--- src/rtl/uart_cmd_rx.sv ---
// UART 8N1 command receiver: deserialises bytes on uart_rxd, assembles {opcode, payload}
// packets and presents them one at a time over a valid/ready handshake.
module uart_cmd_rx #(
  parameter int unsigned CLK_FREQ     = 50_000_000,
  parameter int unsigned BAUD         = 115200,
  parameter int unsigned DATA_WIDTH   = 32,
  parameter int unsigned TIMEOUT_BITS = 20
) (
  input  logic                  clk,
  input  logic                  reset,
  input  logic                  uart_rxd,
  output logic                  cmd_valid,
  input  logic                  cmd_ready,
  output logic [7:0]            cmd_opcode,
  output logic [DATA_WIDTH-1:0] cmd_data,
  output logic                  frame_err,
  output logic                  overrun
);

  localparam int unsigned CLKS_PER_BIT = CLK_FREQ / BAUD;
  localparam int unsigned HALF_BIT     = CLKS_PER_BIT / 2;
  localparam int unsigned BYTES        = DATA_WIDTH / 8;
  localparam int unsigned CNT_W        = $clog2(CLKS_PER_BIT + 1);
  localparam int unsigned TO_CLKS      = TIMEOUT_BITS * CLKS_PER_BIT;
  localparam int unsigned TO_W         = $clog2(TO_CLKS + 1);
  localparam int unsigned IDX_W        = (BYTES > 1) ? $clog2(BYTES) : 1;

  typedef enum logic [1:0] {S_IDLE, S_START, S_DATA, S_STOP} bit_state_e;
  typedef enum logic       {A_OPC, A_PAYLOAD}                asm_state_e;

  // Input synchroniser and edge history
  logic rxd_meta_q, rxd_s_q, rxd_prev_q;

  // Bit-level receiver
  bit_state_e       bit_state_q, bit_state_d;
  logic [CNT_W-1:0] baud_cnt_q, baud_cnt_d;
  logic [2:0]       bit_cnt_q, bit_cnt_d;
  logic [7:0]       shift_q, shift_d;
  logic             byte_done_q, byte_done_d;
  logic             frame_err_q, frame_err_d;
  logic             start_c;

  // Packet assembler
  asm_state_e            asm_state_q, asm_state_d;
  logic [IDX_W-1:0]      idx_q, idx_d;
  logic [7:0]            opc_buf_q, opc_buf_d;
  logic [DATA_WIDTH-1:0] data_buf_q, data_buf_d;
  logic [TO_W-1:0]       silence_q, silence_d;
  logic                  pkt_done_c;

  // Output register
  logic                  cmd_valid_q, cmd_valid_d;
  logic [7:0]            cmd_opcode_q, cmd_opcode_d;
  logic [DATA_WIDTH-1:0] cmd_data_q, cmd_data_d;
  logic                  overrun_q, overrun_d;
  logic                  accept_c;

  assign start_c  = (bit_state_q == S_IDLE) && rxd_prev_q && !rxd_s_q;
  assign accept_c = cmd_valid_q && cmd_ready;

  // Bit FSM: start detect, mid-bit sampling, stop-bit check
  always_comb begin
    bit_state_d = bit_state_q;
    baud_cnt_d  = baud_cnt_q;
    bit_cnt_d   = bit_cnt_q;
    shift_d     = shift_q;
    byte_done_d = 1'b0;
    frame_err_d = 1'b0;
    unique case (bit_state_q)
      S_IDLE: begin
        if (start_c) begin
          bit_state_d = S_START;
          baud_cnt_d  = '0;
        end
      end
      S_START: begin
        if (baud_cnt_q == CNT_W'(HALF_BIT)) begin
          baud_cnt_d = '0;
          bit_cnt_d  = '0;
          bit_state_d = rxd_s_q ? S_IDLE : S_DATA;
        end else begin
          baud_cnt_d = baud_cnt_q + CNT_W'(1);
        end
      end
      S_DATA: begin
        if (baud_cnt_q == CNT_W'(CLKS_PER_BIT - 1)) begin
          baud_cnt_d = '0;
          shift_d    = {rxd_s_q, shift_q[7:1]};
          bit_cnt_d  = bit_cnt_q + 3'd1;
          if (bit_cnt_q == 3'd7) bit_state_d = S_STOP;
        end else begin
          baud_cnt_d = baud_cnt_q + CNT_W'(1);
        end
      end
      S_STOP: begin
        if (baud_cnt_q == CNT_W'(CLKS_PER_BIT - 1)) begin
          baud_cnt_d  = '0;
          bit_state_d = S_IDLE;
          byte_done_d = rxd_s_q;
          frame_err_d = !rxd_s_q;
        end else begin
          baud_cnt_d = baud_cnt_q + CNT_W'(1);
        end
      end
      default: bit_state_d = S_IDLE;
    endcase
  end

  // Assembler: opcode then BYTES payload bytes, abandoned on framing error or silence
  always_comb begin
    asm_state_d = asm_state_q;
    idx_d       = idx_q;
    opc_buf_d   = opc_buf_q;
    data_buf_d  = data_buf_q;
    silence_d   = silence_q;
    pkt_done_c  = 1'b0;
    if (frame_err_q) begin
      asm_state_d = A_OPC;
      silence_d   = '0;
    end else if (byte_done_q) begin
      silence_d = '0;
      if (asm_state_q == A_OPC) begin
        opc_buf_d   = shift_q;
        idx_d       = '0;
        asm_state_d = A_PAYLOAD;
      end else begin
        for (int i = 0; i < int'(BYTES); i++) begin
          if (idx_q == IDX_W'(i)) data_buf_d[8*i +: 8] = shift_q;
        end
        if (idx_q == IDX_W'(BYTES - 1)) begin
          pkt_done_c  = 1'b1;
          asm_state_d = A_OPC;
        end else begin
          idx_d = idx_q + IDX_W'(1);
        end
      end
    end else if (asm_state_q == A_PAYLOAD) begin
      if (start_c) begin
        silence_d = '0;
      end else if (bit_state_q == S_IDLE) begin
        if (silence_q == TO_W'(TO_CLKS - 1)) begin
          silence_d   = '0;
          asm_state_d = A_OPC;
        end else begin
          silence_d = silence_q + TO_W'(1);
        end
      end
    end else begin
      silence_d = '0;
    end
  end

  // Output holding register with overrun detection
  always_comb begin
    cmd_valid_d  = cmd_valid_q;
    cmd_opcode_d = cmd_opcode_q;
    cmd_data_d   = cmd_data_q;
    overrun_d    = 1'b0;
    if (pkt_done_c) begin
      if (!cmd_valid_q || accept_c) begin
        cmd_valid_d  = 1'b1;
        cmd_opcode_d = opc_buf_q;
        cmd_data_d   = data_buf_d;
      end else begin
        overrun_d = 1'b1;
      end
    end else if (accept_c) begin
      cmd_valid_d = 1'b0;
    end
  end

  always_ff @(posedge clk or negedge reset) begin
    if (!reset) begin
      rxd_meta_q   <= 1'b1;
      rxd_s_q      <= 1'b1;
      rxd_prev_q   <= 1'b1;
      bit_state_q  <= S_IDLE;
      baud_cnt_q   <= '0;
      bit_cnt_q    <= '0;
      shift_q      <= '0;
      byte_done_q  <= 1'b0;
      frame_err_q  <= 1'b0;
      asm_state_q  <= A_OPC;
      idx_q        <= '0;
      opc_buf_q    <= '0;
      data_buf_q   <= '0;
      silence_q    <= '0;
      cmd_valid_q  <= 1'b0;
      cmd_opcode_q <= '0;
      cmd_data_q   <= '0;
      overrun_q    <= 1'b0;
    end else begin
      rxd_meta_q   <= uart_rxd;
      rxd_s_q      <= rxd_meta_q;
      rxd_prev_q   <= rxd_s_q;
      bit_state_q  <= bit_state_d;
      baud_cnt_q   <= baud_cnt_d;
      bit_cnt_q    <= bit_cnt_d;
      shift_q      <= shift_d;
      byte_done_q  <= byte_done_d;
      frame_err_q  <= frame_err_d;
      asm_state_q  <= asm_state_d;
      idx_q        <= idx_d;
      opc_buf_q    <= opc_buf_d;
      data_buf_q   <= data_buf_d;
      silence_q    <= silence_d;
      cmd_valid_q  <= cmd_valid_d;
      cmd_opcode_q <= cmd_opcode_d;
      cmd_data_q   <= cmd_data_d;
      overrun_q    <= overrun_d;
    end
  end

  assign cmd_valid  = cmd_valid_q;
  assign cmd_opcode = cmd_opcode_q;
  assign cmd_data   = cmd_data_q;
  assign frame_err  = frame_err_q;
  assign overrun    = overrun_q;

endmodule

--- config.mk ---
export PLATFORM = sky130hd
export DESIGN_NAME = uart_cmd_rx
export DESIGN_NICKNAME = d
export VERILOG_FILES = /design/src/rtl/uart_cmd_rx.sv
export SDC_FILE = /design/constraint.sdc
export NUM_CORES = 1
export LEC_CHECK = 0
export ABC_AREA = 1
export CORE_ASPECT_RATIO = 0.7
export CORE_MARGIN = 1
export CORE_UTILIZATION = 55
export DETAILED_ROUTE_END_ITERATION = 7
export PLACE_DENSITY = 0.77
export SYNTH_ARGS = -nofsm -noshare
export SYNTH_HDL_FRONTEND = slang
export SYNTH_SLANG_ARGS = --single-unit
export TNS_END_PERCENT = 100
--- constraint.sdc ---
create_clock -name clk -period 1.8 [get_ports clk]
set_input_delay 0.18 -clock clk [delete_from_list [all_inputs] [get_ports clk]]
set_output_delay 0.18 -clock clk [all_outputs]
set_load 0.05 [all_outputs]
* Word level (Yosys, flattened, before mapping)
Cells that the tools add are included.
Word-level totals: register bits after elaboration 126, bits in latches 0, memory bits (writable) 0, ROM bits 0, input port bits 4, output and inout port bits 43, logic and storage cells 110, memories kept 0
Operators by class: $add $sub $neg 4, $mul 0, div/mod/pow operators 0, magnitude comparators 0, equal/unequal tests 18, shift operators 0, mux-type cells 50, bitwise logic cells 2, reduce and logical (&&, ||, !) cells 18
Operator list (count):
- 2-to-1 mux 32 bit | 3
- 2-to-1 mux 14 bit | 6
- 2-to-1 mux 8 bit | 4
- 2-to-1 mux 9 bit | 3
- one-hot mux 9 bit (3 select lines) | 1
- 2-to-1 mux 1 bit | 21
- 2-to-1 mux 2 bit | 8
- adder 14 x 1 -> 14 bit (second input constant) | 1
- == test 14 bit (second input constant) | 1
- inequality test 2 bit (second input constant) | 6
- adder 9 x 1 -> 9 bit (second input constant) | 1
- == test 9 x 8 -> 1 bit (second input constant) | 1
- == test 9 bit (second input constant) | 1
- AND reduction 3 bit | 3
- == test 2 bit (second input constant) | 4
- one-hot mux 2 bit (4 select lines) | 1
- 2-to-1 mux 3 bit | 2
- one-hot mux 3 bit (2 select lines) | 1
- AND reduction 2 bit | 3
- inequality test 5 x 4 -> 1 bit (second input constant) | 1
- AND reduction 5 bit | 1
- == test 2 x 1 -> 1 bit (second input constant) | 2
- zero test 2 bit | 2
- nonzero test 2 bit | 2
- 9 further kinds | 13

* Longest topological paths before layout
word-level depth 7, mapped depth 11, mapped depth without buffers 11

* Worst setup path after synthesis
Ideal clock, no wire load.
path type register to register, start point reg frame_err_q (netlist: frame_err), end point reg cmd_data_q[0] (netlist: cmd_data[0]), setup time 0.118 ns, data arrival time 1.525 ns, setup slack 0.157 ns, stages on the path, launching flop included 9, buffers on the path 2, period minus slack after synthesis 1.643 ns, cells stage by stage dfrtp_1 > nor2_4 > nand3_4 > nor2_4 > inv_2 > buf_2 > buf_2 > nand2_1 > nand2_1
Between the ends: cells in the longest elaborated chain, start to end 2, elaborated cells on any way between the ends 3
RTL lines:
- from (decl) | line 40 | logic frame_err_q, frame_err_d;
- from (signal assigned) | line 201 | frame_err_q <= frame_err_d;
- 2-to-1 mux 1 bit | line 117 | if (frame_err_q) begin
- AND reduction 2 bit (no source line)
- to (signal assigned) | line 209 | cmd_data_q <= cmd_data_d;
- to (decl) | line 54 | logic [DATA_WIDTH-1:0] cmd_data_q, cmd_data_d;
Parallel ways exist; a longest one is shown, timed or not. A chain may end at the register's enable or synchronous reset.

* Final worst setup path
start point reg cmd_data_q[24] (netlist: cmd_data[24]), end point out cmd_data[24]
RTL lines:
- to (decl) | line 15 | output logic [DATA_WIDTH-1:0] cmd_data,
No word-level cell between the ends.

==> qor.csv <==
metric,value,unit
post-route ant nets,0,
"top cells by area, synth","dfrtp_1, nand2_1, o21ai_0",
pin count of the biggest net entering global routing,46,
initial antenna violation count,0,
global-route wire length before repair,18.23,mm
core area,0.008653,sq mm
post-DR wirelength/cell,13.86,microns
critical path's largest stage delay,820,ps
CP cell instances,clkdlybuf4s50_1,
final core utilization,72.34,%
Final Hold Viols,0,
fin. max-slew vios,0,
P&R area growth vs syn,24.70,%
die width,116.2,microns
worst slew pin tran,616.0,ps
layout cell share with drive strength beyond 1,8.030,%
aggregate global routing overflow,0,
DRC,0,
IO Port Bufs,46,
Hold WC Path Type,input port to register,
critical path class,register to primary output,
CTS tree,yes,
cell family with most CP delay,buffers and inverters,
"Slowest-stage cell, CP",clkdlybuf4s50_1,
# IOs,47,
Detail Placement HPWL,7.368,mm
Pwr Density,1042,mW/mm^2
clock insertion delay at the later pin of the skew report,410,ps
"commonest non-fill, non-tap cell in the layout",nand2_1,
total number of vias,4014,
setup ws final,29.63,ps
clock transition at the registers of the reported paths,50,ps
Max Cap Viol,0,
"Seq/Total Area, Yosys",58.90,%
vias in the first global route,3860,
"commonest cells after routing, fill and taps aside","nand2_1, dfrtp_1, o21ai_0",
die area,0.009519,sq mm
Final min period,1770,ps
peak supply drop,0.8130,mV
RSZ-0062 raised after global routing,no,
final clock skew,6.942,ps
pre-CTS setup slack,124.6,ps
Fmax,564.9,MHz
WHS,177.2,ps
DRT Pass-1 Iters,5,
cells after synthesis,589,
DRT iter0 DRCs,362,
status,"finished, final reports clean",
Rows,28,
share of the synthesized area in the top cell type,57.33,%
CP bufs+invs,1,
clk buf depth,2,
clock sink total,118,
CP endpoint kind,primary output,
Antenna Diode Count,0,
Fillers,637,
routed wire length,10.81,mm
synthesis warning total,0,
htree depth,4,
Post-Route Setup TNS,0,ps
crit start category,register,
critical path required time,1620,ps
CP Max Fanout,2,
Netlist cell types,22,
period utilization,98.35,%
leakage,3.103,nW
nets,662,
Global Route Usage Sum,25.83,%
Final Setup Violations,0,
Max-slew headroom,58.93,%
"flops & latches, synth",118,
Die Span Y,81.93,microns
Starting Density,58.01,%
Via density,5.146,
"Avg Cell Area, Syn",8.523,sq um
Crit path arrival time,1590,ps
"area leader, netlist",dfrtp_1,
"Net Count, Synth",602,
final RePlAce weighted congestion,0.8981,
synthesized cell area,0.005020,sq mm
clock root cell,clkbuf_16,
total CTS buffers,17,
-- per-stage QoR --
step                      area (sq um)  total power, mW  cells
final                             6260            6.522    780
after global routing              6260            6.779    780
after CTS                         6237            6.569    780
after detailed placement          5664            3.375    749
after global placement            5664            3.348    749
after floorplan                   5020            3.173    589
-- per-layer routing --
metal | GRT usage [%] | part of all wire, % | routed length [microns]
met1 | 33.43 | 45 | 4895
met2 | 42.32 | 48 | 5159
met3 | 7.897 | 5.9 | 636
met4 | 7.564 | 1.1 | 118
met5 | 0 | 0 | 0
-- report_power, final --
part	switching, mW	internal, mW
combinational	0.387	0.157
clock	1.16	2.01
sequential	0.0816	2.73
-- sequential cells by signal (all words and copies together) (netlist names), named ones only --
signal and flops:
cmd_opcode 8, asm_state_q 1, baud_cnt_q 9, opc_buf_q 8, bit_cnt_q 3, rxd_s_q 1
idx_q 2, cmd_data 32, data_buf_q 24, frame_err 1, byte_done_q 1, rxd_prev_q 1
silence_q 14, shift_q 8, bit_state_q 1, cmd_valid 1, rxd_meta_q 1, overrun 1
-- cells by family (layout without fill, tap and decap cells) --
kind of cell | Yosys count | after routing | share of synthesized area (%)
simple gates | 320 | 320 | 25.52
fa+ha+maj | 9 | 9 | 2.243
xor+xnor | 6 | 6 | 1.047
flops | 118 | 118 | 58.90
compound gates | 68 | 68 | 6.854
buf+inv | 68 | 139 | 5.434
-- worst paths after layout --
check / from / endpoint / slack (ps) / cells past startpoint
worst max register to register: frame_err$_DFF_PN0_ / silence_q[9]$_DFFE_PN0P_ / 180 / 6
worst max-delay path: cmd_data[24]$_DFFE_PN0P_ / cmd_data[24] / 30 / 1
max in group asynchronous: reset / cmd_data[2]$_DFFE_PN0P_ / 880 / 3
worst min-delay path: uart_rxd / rxd_meta_q$_DFF_PN1_ / 180 / 1
worst min register to register: rxd_meta_q$_DFF_PN1_ / rxd_s_q$_DFF_PN1_ / 350 / 0
min in group asynchronous: reset / cmd_opcode[3]$_DFFE_PN0P_ / 340 / 2
-- synthesized netlist by cell type --
library cell    n
inv_2           2
dfstp_2         3
nor2_1         50
dfrtp_1       115
nand2_1       233
nand2_2         1
nand4_1         4
buf_2          11
xor2_1          5
nor2_4          2
buf_4           1
nand3b_1        1
o22ai_1         3
nand3_1        23
nor3_1          5
nand3_4         1
xnor2_1         1
inv_1          49
ha_1            9
a21oi_1         1
o21ai_0        64
clkbuf_1        5
-- final cells by class --
type / instances / area [sq um] / share of cell area [%]
clock buffers: 18 / 429.2 / 6.856
flip-flops and latches: 118 / 2957 / 47.23
repair buffers: 58 / 600.6 / 9.594
inverters: 51 / 191.4 / 3.058
multi-input cells: 403 / 1798 / 28.72
well taps: 120 / 150.1 / 2.399
clock inverters: 12 / 133.9 / 2.139
-- repair_timing --
item                                    4_1_cts  5_1_grt
endpoints found under the setup margin        0       16
setup buffers                                 0        0
endpoints found under the hold margin        38        0
hold buffers                                  1        0
resized for setup                             0       10
Note: power is estimated with default switching activity, not from simulation.
==> RTL edit 1, RTL diff (config.mk and constraints unchanged) <==
Reset style: synchronous (`reset`), changed in one clocked block.
--- a/src/rtl/uart_cmd_rx.sv
+++ b/src/rtl/uart_cmd_rx.sv
@@ -169,7 +169,7 @@
     end
   end
 
-  always_ff @(posedge clk or negedge reset) begin
+  always_ff @(posedge clk) begin
     if (!reset) begin
       rxd_meta_q   <= 1'b1;
       rxd_s_q      <= 1'b1;
Function: same outputs for any inputs over 10 cycles, from zero or initial values and one cycle with reset low; that may be too few to reach the edited logic, so the function may still have changed.
==> RTL edit 1 against the original RTL <==
- area after synthesis decreased by 5.3%
- setup slack better by 18 ps
- non-clock buffer count fell by 2
- sequential share of layout area decreased by 6.9 points
- cell count decreased by 2.4%
- via count increased by 0.75%
- sequential cell count did not move
- synthesized cell count rose by 1.2%
- cell area shrank 6.4%
- routed wire length shrank 2.2%
- largest cell class unchanged
Power is not compared: it rests on default switching activity, and its combinational part moved more than twofold at a synthesized area within 25%.
==> RTL edit 1: results (changes against the original RTL) <==
* Critical Path Source: cmd_data[8]
* Routed via count at 4044 (+0.75%)
* Static leakage at 0.00234 uW
* First-pass GRT wire length at 17.7 mm (-3.0%)
* Post-synth ARST share at 0% (-100 points)
* Post-synthesis sequential area ratio at 49.7% (-9.2 points)
* Routed WL at 10.6 mm (-2.2%)
* Commonest cells post-synth: 118 x dfxtp_1, 105 x nor2_1, 73 x a21oi_1
* Gpl congestion at 0.906 (+0.82%)
* Crit-path max FO at 2 (unchanged)
* Starting DRT DRC Count at 316 (-13%)
* Worst hold path type: input port to register
* FILL cells at 634 (-0.47%)
* Slowest-stage cell, CP: clkdlybuf4s50_1
* Critical R2R Launch: frame_err
* Detail Placement HPWL at 6.95 mm (-5.7%)
* Antenna violations before repair at 0 (unchanged)
* Syn_nets at 609 (+1.2%)
* Share of layout cells above drive strength 1 at 11.7% (+3.6 points)
* Clock slew at reported path FFs at 50 ps (about the same)
* Clk_skew at 7.66 ps (+0.718 ps)
* Worst reg2reg path depth at 7 (+1)
* NumNets Final at 660 (-0.30%)
* Max reg flops at 32 (unchanged)
* Final setup fails at 0 (unchanged)
* Worst path arrival time at 1570 ps (-20 ps)
* End of the critical path: cmd_data[8]
* Root buffer cell: clkbuf_16
* Num CTS Buffers at 17 (unchanged)
* Slew HR at 64.6% (+5.7 points)
* Worst-Skew Late Latency at 410 ps (about the same)
* Outcome: completed
* Clk buf depth at 2 (unchanged)
* Cell class contributing the biggest share of worst-path delay: buffers and inverters
* Worst flop-to-flop path endpoint: cmd_data[8]
* Biggest cell delay along the critical path at 810 ps
* Synth area leaders: dfxtp_1 50%, nor2_1 8.3%, a21oi_1 7.7%, nand2_1 5.4%, inv_1 3.9%
* GRT Util Overall at 25.7% (-0.098 points)
* Sw power at 1300 uW
* Vias in the first global route at 3726 (-3.5%)
* Internal reg-to-reg setup slack at 80 ps (-100 ps)
* Yosys cell types at 30 (+36%)
[RTL edit 1: power groups by stage]
| stage | registers [uW] | logic [uW] | clock network (uW) |
|---|---|---|---|
| global placement | 2700 | 197 | 0 |
| finish | 2650 | 207 | 3170 |
| detailed placement | 2700 | 201 | 0 |
| global route | 2650 | 231 | 3330 |
| floorplan | 2700 | 144 | 0 |
| CTS | 2650 | 204 | 3200 |
[RTL edit 1: cell families after synthesis]
group	share of synthesized area (%)
AO/OA/AOI/OAI	19.1
XOR/XNOR	0.369
adder cells (fa/ha/maj)	2.37
buffers and inverters	7.58
flip-flops	49.7
AND/OR/NAND/NOR	20.9
[RTL edit 1: layer usage]
| layer | up-vias | share of wire, % | track usage [%] |
|---|---|---|---|
| li1 | 2058 | - | - |
| met1 | 1845 | 49 | 34.3 |
| met2 | 126 | 43 | 38.7 |
| met3 | 15 | 6.4 | 7.74 |
| met4 | 0 | 1.5 | 11.2 |
| met5 | - | 0 | 0 |
[RTL edit 1: worst min-delay path by stage]
stage	startpoint	endpoint	slack, ps	depth (start not counted)
after global routing	uart_rxd	rxd_meta_q	390	2
after floorplan	uart_rxd	rxd_meta_q	290	1
after CTS	uart_rxd	rxd_meta_q	370	2
after detailed placement	rxd_meta_q	rxd_s_q	400	1
final	uart_rxd	rxd_meta_q	390	2
after global placement	rxd_meta_q	rxd_s_q	400	1
[RTL edit 1: final cells by class]
cell class / instances / area share [%]
clock buffer: 23 / 8.33
clock inverter: 9 / 1.28
inverter: 54 / 3.46
multi-input combinational: 400 / 34.7
sequential: 118 / 40.3
tap: 101 / 2.16
timing repair buffer: 56 / 9.71
[RTL edit 1: through the flow]
stage	setup WS, ps	hold slack [ps]	cell area [sq um]	instances	power [uW]
CTS	4.56	374	5840	761	6050
global route	2.15	388	5860	761	6210
global placement	214	403	5280	729	2900
detailed placement	151	401	5280	729	2900
floorplan	107	287	4750	596	2840
finish	47.7	392	5860	761	6020
[RTL edit 1: repair_timing]
action	CTS	global route
gates cloned	0	0
endpoints found under the setup margin	1	7
gates resized for setup	1	7
==> RTL edit 2, RTL diff (same settings) <==
Made on the original files. Change the parameter `BAUD` from 115200 to 230400.
--- a/src/rtl/uart_cmd_rx.sv
+++ b/src/rtl/uart_cmd_rx.sv
@@ -2,7 +2,7 @@
 // packets and presents them one at a time over a valid/ready handshake.
 module uart_cmd_rx #(
   parameter int unsigned CLK_FREQ     = 50_000_000,
-  parameter int unsigned BAUD         = 115200,
+  parameter int unsigned BAUD         = 230400,
   parameter int unsigned DATA_WIDTH   = 32,
   parameter int unsigned TIMEOUT_BITS = 20
 ) (
Behaviour: no difference found for any inputs over 10 cycles, from zero or initial values and one cycle with reset low; that may be too few to reach the edited logic, so the function may still have changed.
==> RTL edit 2 against the original RTL <==
- area after synthesis decreased by 2.9%
- critical path depth stayed put
- cell area fell by 1.9%
- register-to-register slack worse by 20 ps
- first-iteration DRC count fell by 25%
- setup slack gained 3.8 ps
- sequential cell count shrank 2
- power grew 4.3%
- clock power grew 12%
- routed wire length shrank 1.9%
- critical path type unchanged
- critical endpoint is now cmd_data[6]
==> RTL edit 2: results (changes against the original RTL) <==
* Outcome: completed
* Clk_skew at 9.45 ps (+2.50 ps)
* Num CTS Buffers at 17 (unchanged)
* Worst hold path type: input port to register
* Slew HR at 65.1% (+6.1 points)
* First-pass GRT wire length at 17.7 mm (-2.8%)
* Static leakage at 0.00312 uW (+0.52%)
* Commonest cells post-synth: 219 x nand2_1, 113 x dfrtp_1, 55 x o21ai_0
* # diodes at 0 (unchanged)
* Xor/xnor share of the synthesized area at 1.62% (+0.57 points)
* Crit-path max FO at 2 (unchanged)
* Detail Placement HPWL at 6.55 mm (-11%)
* Routed WL at 10.6 mm (-1.9%)
* NumNets Final at 628 (-5.1%)
* Post-synthesis sequential area ratio at 59.6% (+0.73 points)
* GRT Util Overall at 25.6% (-0.26 points)
* Routed via count at 3850 (-4.1%)
* Vias in the first global route at 3778 (-2.1%)
* Clock net power at 3550 uW (+12%)
* Combinational Power Share at 7.2% (-1.1 points)
* Gpl congestion at 0.810 (-9.9%)
* Met2 usage at 40.8% (-1.5 points)
* Compound-Gate Fraction of Synth Area at 6.52% (-0.33 points)
* H-Tree Depth at 4 (unchanged)
* VDD IR max at 0.000645 V (-21%)
* Syn_nets at 571 (-5.1%)
* Synth area leaders: dfrtp_1 58%, nand2_1 17%, o21ai_0 5.6%, inv_1 3.6%, nor2_1 3.1%
* Post-synth ARST share at 100% (unchanged)
* Top FF cell, synth: dfrtp_1
* Synth Area in Adders at 2.31% (+0.067 points)
* PortBufs at 46 (unchanged)
* Internal Power at 5140 uW (+5.1%)
* Share of layout cells above drive strength 1 at 8.29% (+0.26 points)
* Yosys cell types at 21 (-4.5%)
* Met1 usage at 33.7% (+0.29 points)
* Largest net degree at the start of global routing at 52 (+13%)
* Met3 Use GR at 5.97% (-1.9 points)
* Starting DRT DRC Count at 271 (-25%)
* Synth warn at 0 (unchanged)
[RTL edit 2: cell types whose count changed in the layout (fill, tap and decap cells not counted), sizes merged, moves of 2 or more]
cell,change
xor2,+3
nor3,-2
nor2,-9
bufinv,+2
clkinv,+2
clkinvlp,-4
buf,-3
nand2,-15
dfrtp,-2
o21ai,-3
[RTL edit 2: path summary, 6_finish.rpt]
check	start	end	slack, ps	cells past startpoint
max reg2reg	bit_state_q[0]	silence_q[4]	160	10
min reg2reg	rxd_meta_q	rxd_s_q	360	0
max in group asynchronous	reset	rxd_meta_q	920	3
max	cmd_data[6]	cmd_data[6]	30	1
min	uart_rxd	rxd_meta_q	190	1
min in group asynchronous	reset	cmd_data[25]	240	2
[RTL edit 2: cells by family after synthesis]
logic type,after synthesis
fa+ha+maj,9
flops,116
compound gates,63
xor+xnor,9
buf+inv,67
simple gates,294
[RTL edit 2: layer usage]
layer	part of all wire (%)	vias to the layer above
met4	1.8	0
met5	0	-
met2	48	137
met1	45	1832
li1	-	1856
met3	5.4	25
[RTL edit 2: final cells by class]
cell class              instances  area, sq um
clock buffers                  17          425
clock inverters                14          203
fillers                       609         2370
inverters                      50          188
multi-input cells             375         1690
flip-flops and latches        116         2910
well taps                     120          150
repair buffers                 55          578
[RTL edit 2: per-stage QoR]
step           util, %  setup WS, ps  cells  power, uW  instance area [sq um]
2_1_floorplan        -           188    558       3100                   4870
3_3_place_gp      64.4           242    715       3250                   5490
3_5_place_dp      64.4           153    715       3280                   5490
4_1_cts           71.9          7.71    747       6850                   6120
5_1_grt           72.2          2.43    747       7040                   6140
6_report          72.2          33.4    747       6800                   6140
[RTL edit 2: what timing repair did]
action / in CTS / in global routing
buffers inserted: 0 / 0
hold endpoints to repair: 25 / 0
hold buffers: 1 / 0
setup endpoints to repair: 0 / 18
gates resized for setup: 0 / 9
